File: src/rtl/exec_gate.sv
// exec_gate: run/stop/step controller for the controlpath.
//
// Decides on which cycles the current instruction commits. The raw user_clock
// pushbutton (active low) is synchronised and debounced; a press arms the
// controller and the following release resumes. Resume is either free-running
// or a single step, depending on step_mode. Execution halts on a SWCL
// instruction, on any enabled PC breakpoint, or while clock_lock is held.
//
// Ports
//   clock, reset   rising-edge clock, asynchronous active-high reset
//   user_clock     raw pushbutton, asynchronous, 0 = pressed
//   clock_lock     1 = force halt and ignore the button
//   step_mode      1 = a resume executes exactly one instruction
//   halt_request   decoder flags SWCL in the current instruction
//   pc             address of the current instruction
//   bp_addr        packed breakpoint addresses, channel i at [i*PC_WIDTH +: PC_WIDTH]
//   bp_enable      per-channel breakpoint enable
//   exec_enable    current instruction commits this cycle
//   halted         controller is HALTED or ARMED
//   halt_cause     00 none, 01 SWCL, 10 breakpoint, 11 lock/step
//   bp_hit         channels that matched at the last breakpoint halt
//   cycle_count    executed cycles, saturating
module exec_gate #(
  parameter int PC_WIDTH  = 16,
  parameter int CNT_WIDTH = 16,
  parameter int N_BREAK   = 4,
  parameter int DEBOUNCE  = 4
) (
  input  logic                        clock,
  input  logic                        reset,
  input  logic                        user_clock,
  input  logic                        clock_lock,
  input  logic                        step_mode,
  input  logic                        halt_request,
  input  logic [PC_WIDTH-1:0]         pc,
  input  logic [N_BREAK*PC_WIDTH-1:0] bp_addr,
  input  logic [N_BREAK-1:0]          bp_enable,
  output logic                        exec_enable,
  output logic                        halted,
  output logic [1:0]                  halt_cause,
  output logic [N_BREAK-1:0]          bp_hit,
  output logic [CNT_WIDTH-1:0]        cycle_count
);

  localparam int DB_W = (DEBOUNCE > 1) ? $clog2(DEBOUNCE) : 1;
  localparam logic [DB_W-1:0]      DB_LAST = DB_W'(DEBOUNCE - 1);
  localparam logic [CNT_WIDTH-1:0] CNT_MAX = '1;

  localparam logic [1:0] CAUSE_NONE = 2'b00;
  localparam logic [1:0] CAUSE_SWCL = 2'b01;
  localparam logic [1:0] CAUSE_BP   = 2'b10;
  localparam logic [1:0] CAUSE_LOCK = 2'b11;

  typedef enum logic [1:0] {
    S_HALTED = 2'b00,
    S_ARMED  = 2'b01,
    S_RUN    = 2'b10,
    S_STEP   = 2'b11
  } state_t;

  function automatic logic [CNT_WIDTH-1:0] sat_inc(input logic [CNT_WIDTH-1:0] v);
    return (v == CNT_MAX) ? v : v + CNT_WIDTH'(1);
  endfunction

  state_t              state;
  logic                skip;
  logic                btn_p0;
  logic                btn_p1;
  logic                btn_db;
  logic                btn_db_d;
  logic [DB_W-1:0]     db_cnt;
  logic                press;
  logic                release_ev;
  logic [N_BREAK-1:0]  match_vec;
  logic                bp_match;
  logic                active;

  // Stage p0/p1: two-flop synchroniser, then debounce on the p1 sample.
  // An agreeing sample clears the run length, so only DEBOUNCE consecutive
  // disagreeing samples move the debounced level.
  always_ff @(posedge clock or posedge reset) begin
    if (reset) begin
      btn_p0   <= 1'b1;
      btn_p1   <= 1'b1;
      btn_db   <= 1'b1;
      btn_db_d <= 1'b1;
      db_cnt   <= '0;
    end else begin
      btn_p0   <= user_clock;
      btn_p1   <= btn_p0;
      btn_db_d <= btn_db;
      if (btn_p1 == btn_db) begin
        db_cnt <= '0;
      end else if (db_cnt == DB_LAST) begin
        btn_db <= btn_p1;
        db_cnt <= '0;
      end else begin
        db_cnt <= db_cnt + DB_W'(1);
      end
    end
  end

  // Edges of the debounced level; the FSM acts one cycle after the level moves.
  assign press      = btn_db_d & ~btn_db;
  assign release_ev = ~btn_db_d & btn_db;

  // skip masks breakpoints on the first cycle after a resume so the
  // instruction sitting on the breakpoint can execute.
  always_comb begin
    match_vec = '0;
    for (int i = 0; i < N_BREAK; i++) begin
      match_vec[i] = bp_enable[i] && (pc == bp_addr[i*PC_WIDTH +: PC_WIDTH]) && !skip;
    end
  end

  assign bp_match    = |match_vec;
  assign active      = (state == S_RUN) || (state == S_STEP);
  assign exec_enable = active && !clock_lock && !bp_match;
  assign halted      = (state == S_HALTED) || (state == S_ARMED);

  always_ff @(posedge clock or posedge reset) begin
    if (reset) begin
      state       <= S_HALTED;
      skip        <= 1'b0;
      halt_cause  <= CAUSE_NONE;
      bp_hit      <= '0;
      cycle_count <= '0;
    end else begin
      skip <= 1'b0;
      if (exec_enable) begin
        cycle_count <= sat_inc(cycle_count);
      end
      case (state)
        S_HALTED: begin
          if (press && !clock_lock) begin
            state <= S_ARMED;
          end
        end
        S_ARMED: begin
          if (clock_lock) begin
            state      <= S_HALTED;
            halt_cause <= CAUSE_LOCK;
          end else if (release_ev) begin
            state      <= step_mode ? S_STEP : S_RUN;
            skip       <= 1'b1;
            halt_cause <= CAUSE_NONE;
            bp_hit     <= '0;
          end
        end
        S_RUN, S_STEP: begin
          // Lock beats breakpoint beats SWCL; a plain step ends as lock/step.
          if (clock_lock) begin
            state      <= S_HALTED;
            halt_cause <= CAUSE_LOCK;
          end else if (bp_match) begin
            state      <= S_HALTED;
            halt_cause <= CAUSE_BP;
            bp_hit     <= match_vec;
          end else if (halt_request) begin
            state      <= S_HALTED;
            halt_cause <= CAUSE_SWCL;
          end else if (state == S_STEP) begin
            state      <= S_HALTED;
            halt_cause <= CAUSE_LOCK;
          end
        end
        default: state <= S_HALTED;
      endcase
    end
  end

endmodule

File: config.mk
export PLATFORM = sky130hd
export DESIGN_NAME = exec_gate
export DESIGN_NICKNAME = d
export VERILOG_FILES = /design/src/rtl/exec_gate.sv
export SDC_FILE = /design/constraint.sdc
export NUM_CORES = 1
export LEC_CHECK = 0
export ABC_AREA = 0
export CAP_MARGIN = 20
export CORE_ASPECT_RATIO = 0.75
export CORE_MARGIN = 10
export CORE_UTILIZATION = 25
export CTS_CLUSTER_SIZE = 28
export DETAILED_ROUTE_END_ITERATION = 7
export DONT_BUFFER_PORTS = 1
export GPL_TIMING_DRIVEN = 0
export PLACE_DENSITY = 0.44
export RECOVER_POWER = 50
export REMOVE_ABC_BUFFERS = 1
export SKIP_CTS_REPAIR_TIMING = 1
export SYNTH_ARGS = -nofsm -noshare
export SYNTH_HDL_FRONTEND = slang
export SYNTH_SLANG_ARGS = --single-unit
File: constraint.sdc
create_clock -name clock -period 3.8 [get_ports clock]
set_input_delay 0.38 -clock clock [delete_from_list [all_inputs] [get_ports clock]]
set_output_delay 0.38 -clock clock [all_outputs]
set_load 0.005 [all_outputs]
Word-level counts from Yosys, hierarchy flattened
Index checks and enable logic that the tools add are counted.
Storage, ports and cells
  bits in registers: 31
  input port bits: 90
  output and inout port bits: 24
  logic and storage cells: 86
Cells by class
  $add $sub $neg: 2
  equal/unequal tests: 17
  muxes and demuxes: 26
  bitwise logic cells: 6
  reduce and logical (&&, ||, !) cells: 25
Operator list (count)
  16-bit == test: 4
  2-bit two-way mux: 15
  16-bit by 1-bit adder with 16-bit output (second input constant): 1
  16-bit == test (second input constant): 1
  4-bit two-way mux: 4
  1-bit logical AND: 11
  2-bit != test (second input constant): 4
  4-bit case mux with 2 select lines: 1
  2-bit == test (second input constant): 3
  2-bit case mux with 3 select lines: 1
  3-bit AND reduction: 2
  5-bit != test (second input constant): 1
  5-bit AND reduction: 1
  1-bit two-way mux: 4
  1-bit NOT: 4
  2-bit case mux with 2 select lines: 1
  2-bit AND reduction: 2
  4-bit OR reduction: 1
  1-bit logical NOT: 3
  3-bit != test (second input constant): 1
  2-bit by 1-bit adder with 2-bit output (second input constant): 1
  1-bit AND: 2
  2-bit by 1-bit == test with 1-bit output (second input constant): 1
  2-bit logical NOT: 1
  other kinds (5): 6

Depth between registers and ports, before layout
  depth after elaboration: 7
  mapped depth: 9

Worst setup path after synthesis
Ideal clock, no wire load.
  kind: input to register
  from: input pc[2]
  to: register cycle_count[1]
  setup time: 125 ps
  data arrival time: 1743 ps
  path slack: 1932 ps
  cell stages on the path: 9
  path buffers: 2
  cells stage by stage: buf_2 -> xnor2_1 -> nand4_1 -> nor4b_2 -> nand4_1 -> nand4_1 -> buf_6 -> nor3_2 -> mux2_4
On the way
  longest elaborated chain between the ends: 7
RTL lines
  start, declared: RTL line 35  | input logic [PC_WIDTH-1:0] pc,
  16-bit == test: RTL line 112  | match_vec[i] = bp_enable[i] && (pc == bp_addr[i*PC_WIDTH +: PC_WIDTH]) && !skip;
  1-bit logical AND (2 in series): RTL line 112
  4-bit OR reduction (*): RTL line 116  | assign bp_match = |match_vec;
  1-bit logical NOT (*): RTL line 118  | assign exec_enable = active && !clock_lock && !bp_match;
  1-bit logical AND (*): RTL line 118
  2-bit AND reduction (no source line) (*)
  end signal, assigned: RTL line 131  | cycle_count <= sat_inc(cycle_count);
  end, declared: RTL line 42  | output logic [CNT_WIDTH-1:0] cycle_count
Mark *: on every way between the ends. The rest lies on a longest branch, timed or not.
A chain may end at the register's enable or synchronous reset.

Final worst setup path
  from: register cycle_count[2]
  to: register cycle_count[1]
On the way
  longest elaborated chain between the ends: 3
RTL lines
  16-bit == test: RTL line 62  | return (v == CNT_MAX) ? v : v + CNT_WIDTH'(1);
  1-bit NOT (no source line)
  2-bit AND reduction (no source line)
Every way passes these cells.

==> Flow_metrics.wiki <==
{| class="wikitable"
! Metric !! Value
|-
| Area grow syn2layout || 11.3%
|-
| P per Cell Area || 428 mW/mm²
|-
| Max-Cap Viols || 0
|-
| Antenna Violating Nets Remaining || 0
|-
| Number of violations reported at the end of detailed-routing iteration 0 || 81
|-
| Clock sinks || 31
|-
| Effective utilization at floorplan || 25.9%
|-
| Grt total ovfl || 0
|-
| Max stage delay cell, worst path || sky130_fd_sc_hd__nor3_4
|-
| Top library cells by usage in the layout, fill and taps aside || sky130_fd_sc_hd__xnor2_1 (41), sky130_fd_sc_hd__xor2_1 (38), sky130_fd_sc_hd__dfrtp_1 (27)
|-
| Number of placed instances, taps included || 325
|-
| Mapped cell area || 0.00222 mm²
|-
| Cell-by-cell listing of the critical path || and4_1, and3_1, nand2_4, nor3_4, nor3_2, mux2_4
|-
| Max frequency || 427 MHz
|-
| Aggregate negative setup slack || 0 ps
|-
| Vias post-DR || 1638
|-
| Synthesized flop and latch total || 31
|-
| Number of vias per cell after detailed routing || 4.90
|-
| Fraction of layout cells with a size suffix above 1 || 9.29%
|-
| Count of standard-cell rows || 29
|-
| CTS tree || built
|-
| Placer congestion estimate || 0.711
|-
| Total Routing Usage GR || 10.4%
|-
| Met3 track utilization from global routing || 4.12%
|-
| Width of the chip || 129 µm
|-
| Critical path capture point type || flip-flop
|-
| Pin slew with the least headroom to its limit || 959 ps
|-
| Count of unique library cells instantiated by Yosys || 37
|-
| Y dimension of the die || 102 µm
|-
| Count of final hold-check violations || 0
|-
| IO Port Bufs || 0
|-
| Final wirelength || 6820 µm
|-
| R2R setup slack || 1460 ps
|-
| Clock root buffer || sky130_fd_sc_hd__clkbuf_16
|-
| Number of ports placed on the die boundary || 114
|-
| Setup repair after global routing missed its margin || no
|-
| GR peak layer || met2
|-
| Average wire per standard cell || 20.4 µm
|-
| Initial antenna violation count || 0
|-
| Predominant post-synthesis flop cell || sky130_fd_sc_hd__dfrtp_1
|-
| Fraction of synthesis flops using an asynchronous set or reset pin || 100%
|-
| Number of max-slew violations in the final report || 0
|-
| Number of enable-type register cells in the synthesized netlist || 0
|-
| Slowest Stage Delay on Critical Path || 600 ps
|-
| GRT met2 Usage || 16.4%
|-
| Kind of path behind the tightest hold check || primary input to asynchronous set/reset pin
|-
| Number of buffers created by CTS || 5
|-
| Critical Setup Path Class || flip-flop to flip-flop
|-
| Cell type contributing the most total cell area after synthesis || sky130_fd_sc_hd__dfrtp_1
|-
| Worst IR drop on VDD || 0.187 mV
|-
| Type of element launching the critical path || flip-flop
|-
| Area after detailed placement || 0.00232 mm²
|-
| Synth top area share || 30.4%
|-
| Number of DRC violations after detailed routing || 0
|-
| Maximum clock path buffer count || 2
|-
| Critical path arrival || 2500 ps
|-
| Clock latency at the later pin of the worst-skew pair || 270 ps
|-
| Total core area || 0.00856 mm²
|-
| GR Util met1 || 13.0%
|-
| CP required || 3960 ps
|-
| Area of the multi-input gates || 0.00137 mm²
|-
| H-Tree Depth || 2
|-
| Commonest non-fill, non-tap cell in the layout || sky130_fd_sc_hd__xnor2_1
|-
| Minimum clock period || 2340 ps
|-
| Final instance area || 0.00247 mm²
|-
| Worst-path fanout max || 14
|-
| Nets@finish || 317
|-
| Clk_skew || 5.16 ps
|-
| Average cell area after synthesis || 9.87 µm²
|-
| Count of fill cells added during filler insertion || 913
|-
| Area of all sequential standard cells || 781 µm²
|-
| Count of inserted antenna diode cells || 0
|-
| Clk slew on worst S/H paths || 50 ps
|-
| Number of cells produced by synthesis || 225
|-
| Vias in the first global route || 1713
|-
| Yosys Warn Count || 0
|-
| Worst slew margin relative to its limit || 36.1%
|-
| Cell types with the largest area share after synthesis || sky130_fd_sc_hd__dfrtp_1 (30%), sky130_fd_sc_hd__xnor2_1 (16%), sky130_fd_sc_hd__xor2_1 (15%)
|-
| Run status || finished clean
|-
| First-pass GRT wire length || 10500 µm
|-
| Filler-free cell count of the finished design || 334
|-
| Largest net degree at the start of global routing || 21
|-
| Post-route clock period utilization || 61.6%
|-
| Detailed-placement wirelength estimate || 5740 µm
|-
| Die Footprint || 0.0131 mm²
|-
| Sequential area share after synthesis || 35.2%
|-
| Number of iterations in the first detailed-routing pass || 4
|-
| Leakage || 1.05 nW
|-
| Final setup violation count || 0
|}
stage by stage:
stage | utilization [%] | hold slack, ps | worst slack, ps | total power [mW]
floorplan | - | 345 | 1710 | 0.598
global placement | 26.8 | 346 | 1100 | 0.647
detailed placement | 27.1 | 349 | 1100 | 0.657
CTS | 29.0 | 97.1 | 1070 | 1.08
global route | 28.9 | 90.1 | 1310 | 1.12
finish | 28.9 | 40.7 | 1460 | 1.06
synth_stat cells (3+ instances only):
cell                      instances
sky130_fd_sc_hd__nand4_1         13
sky130_fd_sc_hd__nand3_1         14
sky130_fd_sc_hd__xor2_1          38
sky130_fd_sc_hd__inv_1            3
sky130_fd_sc_hd__nor4_1           8
sky130_fd_sc_hd__a21o_1           4
sky130_fd_sc_hd__buf_2            3
sky130_fd_sc_hd__nor2_1           6
sky130_fd_sc_hd__dfstp_2          4
sky130_fd_sc_hd__nand2_1          7
sky130_fd_sc_hd__nor4b_2          3
sky130_fd_sc_hd__and3_1           4
sky130_fd_sc_hd__dfrtp_1         27
sky130_fd_sc_hd__nor3_1          13
sky130_fd_sc_hd__nor2b_1          6
sky130_fd_sc_hd__a21oi_1          3
sky130_fd_sc_hd__xnor2_1         41
area by class of cell:
class	count	area share, %
multi-input cells	182	55.4
well taps	108	5.47
clock buffers	8	6.33
inverters	3	0.456
flip-flops and latches	31	31.6
repair buffers	2	0.759
layer usage:
metal | up-vias | wire length (µm) | share of wire, %
li1 | 786 | - | -
met1 | 797 | 2970 | 44
met2 | 49 | 3230 | 47
met3 | 6 | 530 | 7.8
met4 | 0 | 86 | 1.3
met5 | - | 0 | 0
registers in the layout, summed over array words and instances, names as in the netlist:
signal	flops
state	2
cycle_count	16
db_cnt	2
bp_hit	4
skip	1
btn_db_d	1
btn_db	1
halt_cause	2
btn_p1	1
btn_p0	1
report_power, final:
part / internal [mW] / total, mW / switching [mW]
logic: 0.104 / 0.185 / 0.0802
clock network: 0.279 / 0.418 / 0.139
registers: 0.390 / 0.454 / 0.0640
total: 0.773 / 1.06 / 0.283
worst paths after layout:
kind	end	from	cells after the start
setup / recovery	cycle_count[1]$_DFFE_PP0P_	cycle_count[2]$_DFFE_PP0P_	6
hold / removal	cycle_count[2]$_DFFE_PP0P_	reset	1
setup reg to reg	cycle_count[1]$_DFFE_PP0P_	cycle_count[2]$_DFFE_PP0P_	6
hold reg to reg	btn_p1$_DFF_PP1_	btn_p0$_DFF_PP1_	0
max in group asynchronous	cycle_count[0]$_DFFE_PP0P_	reset	2
min in group clock	btn_p0$_DFF_PP1_	user_clock	0
critical path, delay by kind of cell, from the launching register on:
kind	cells	cell delay, ps
flops	1	440
simple gates	5	1470
mux	1	320
cell families after synthesis:
family,synth area share [%]
mux,1.69
compound gates,4.17
simple gates,23.5
flops,35.2
xor+xnor,31.2
buf+inv,3.16
fa+ha+maj,1.13
(Power assumes the default switching activity.)
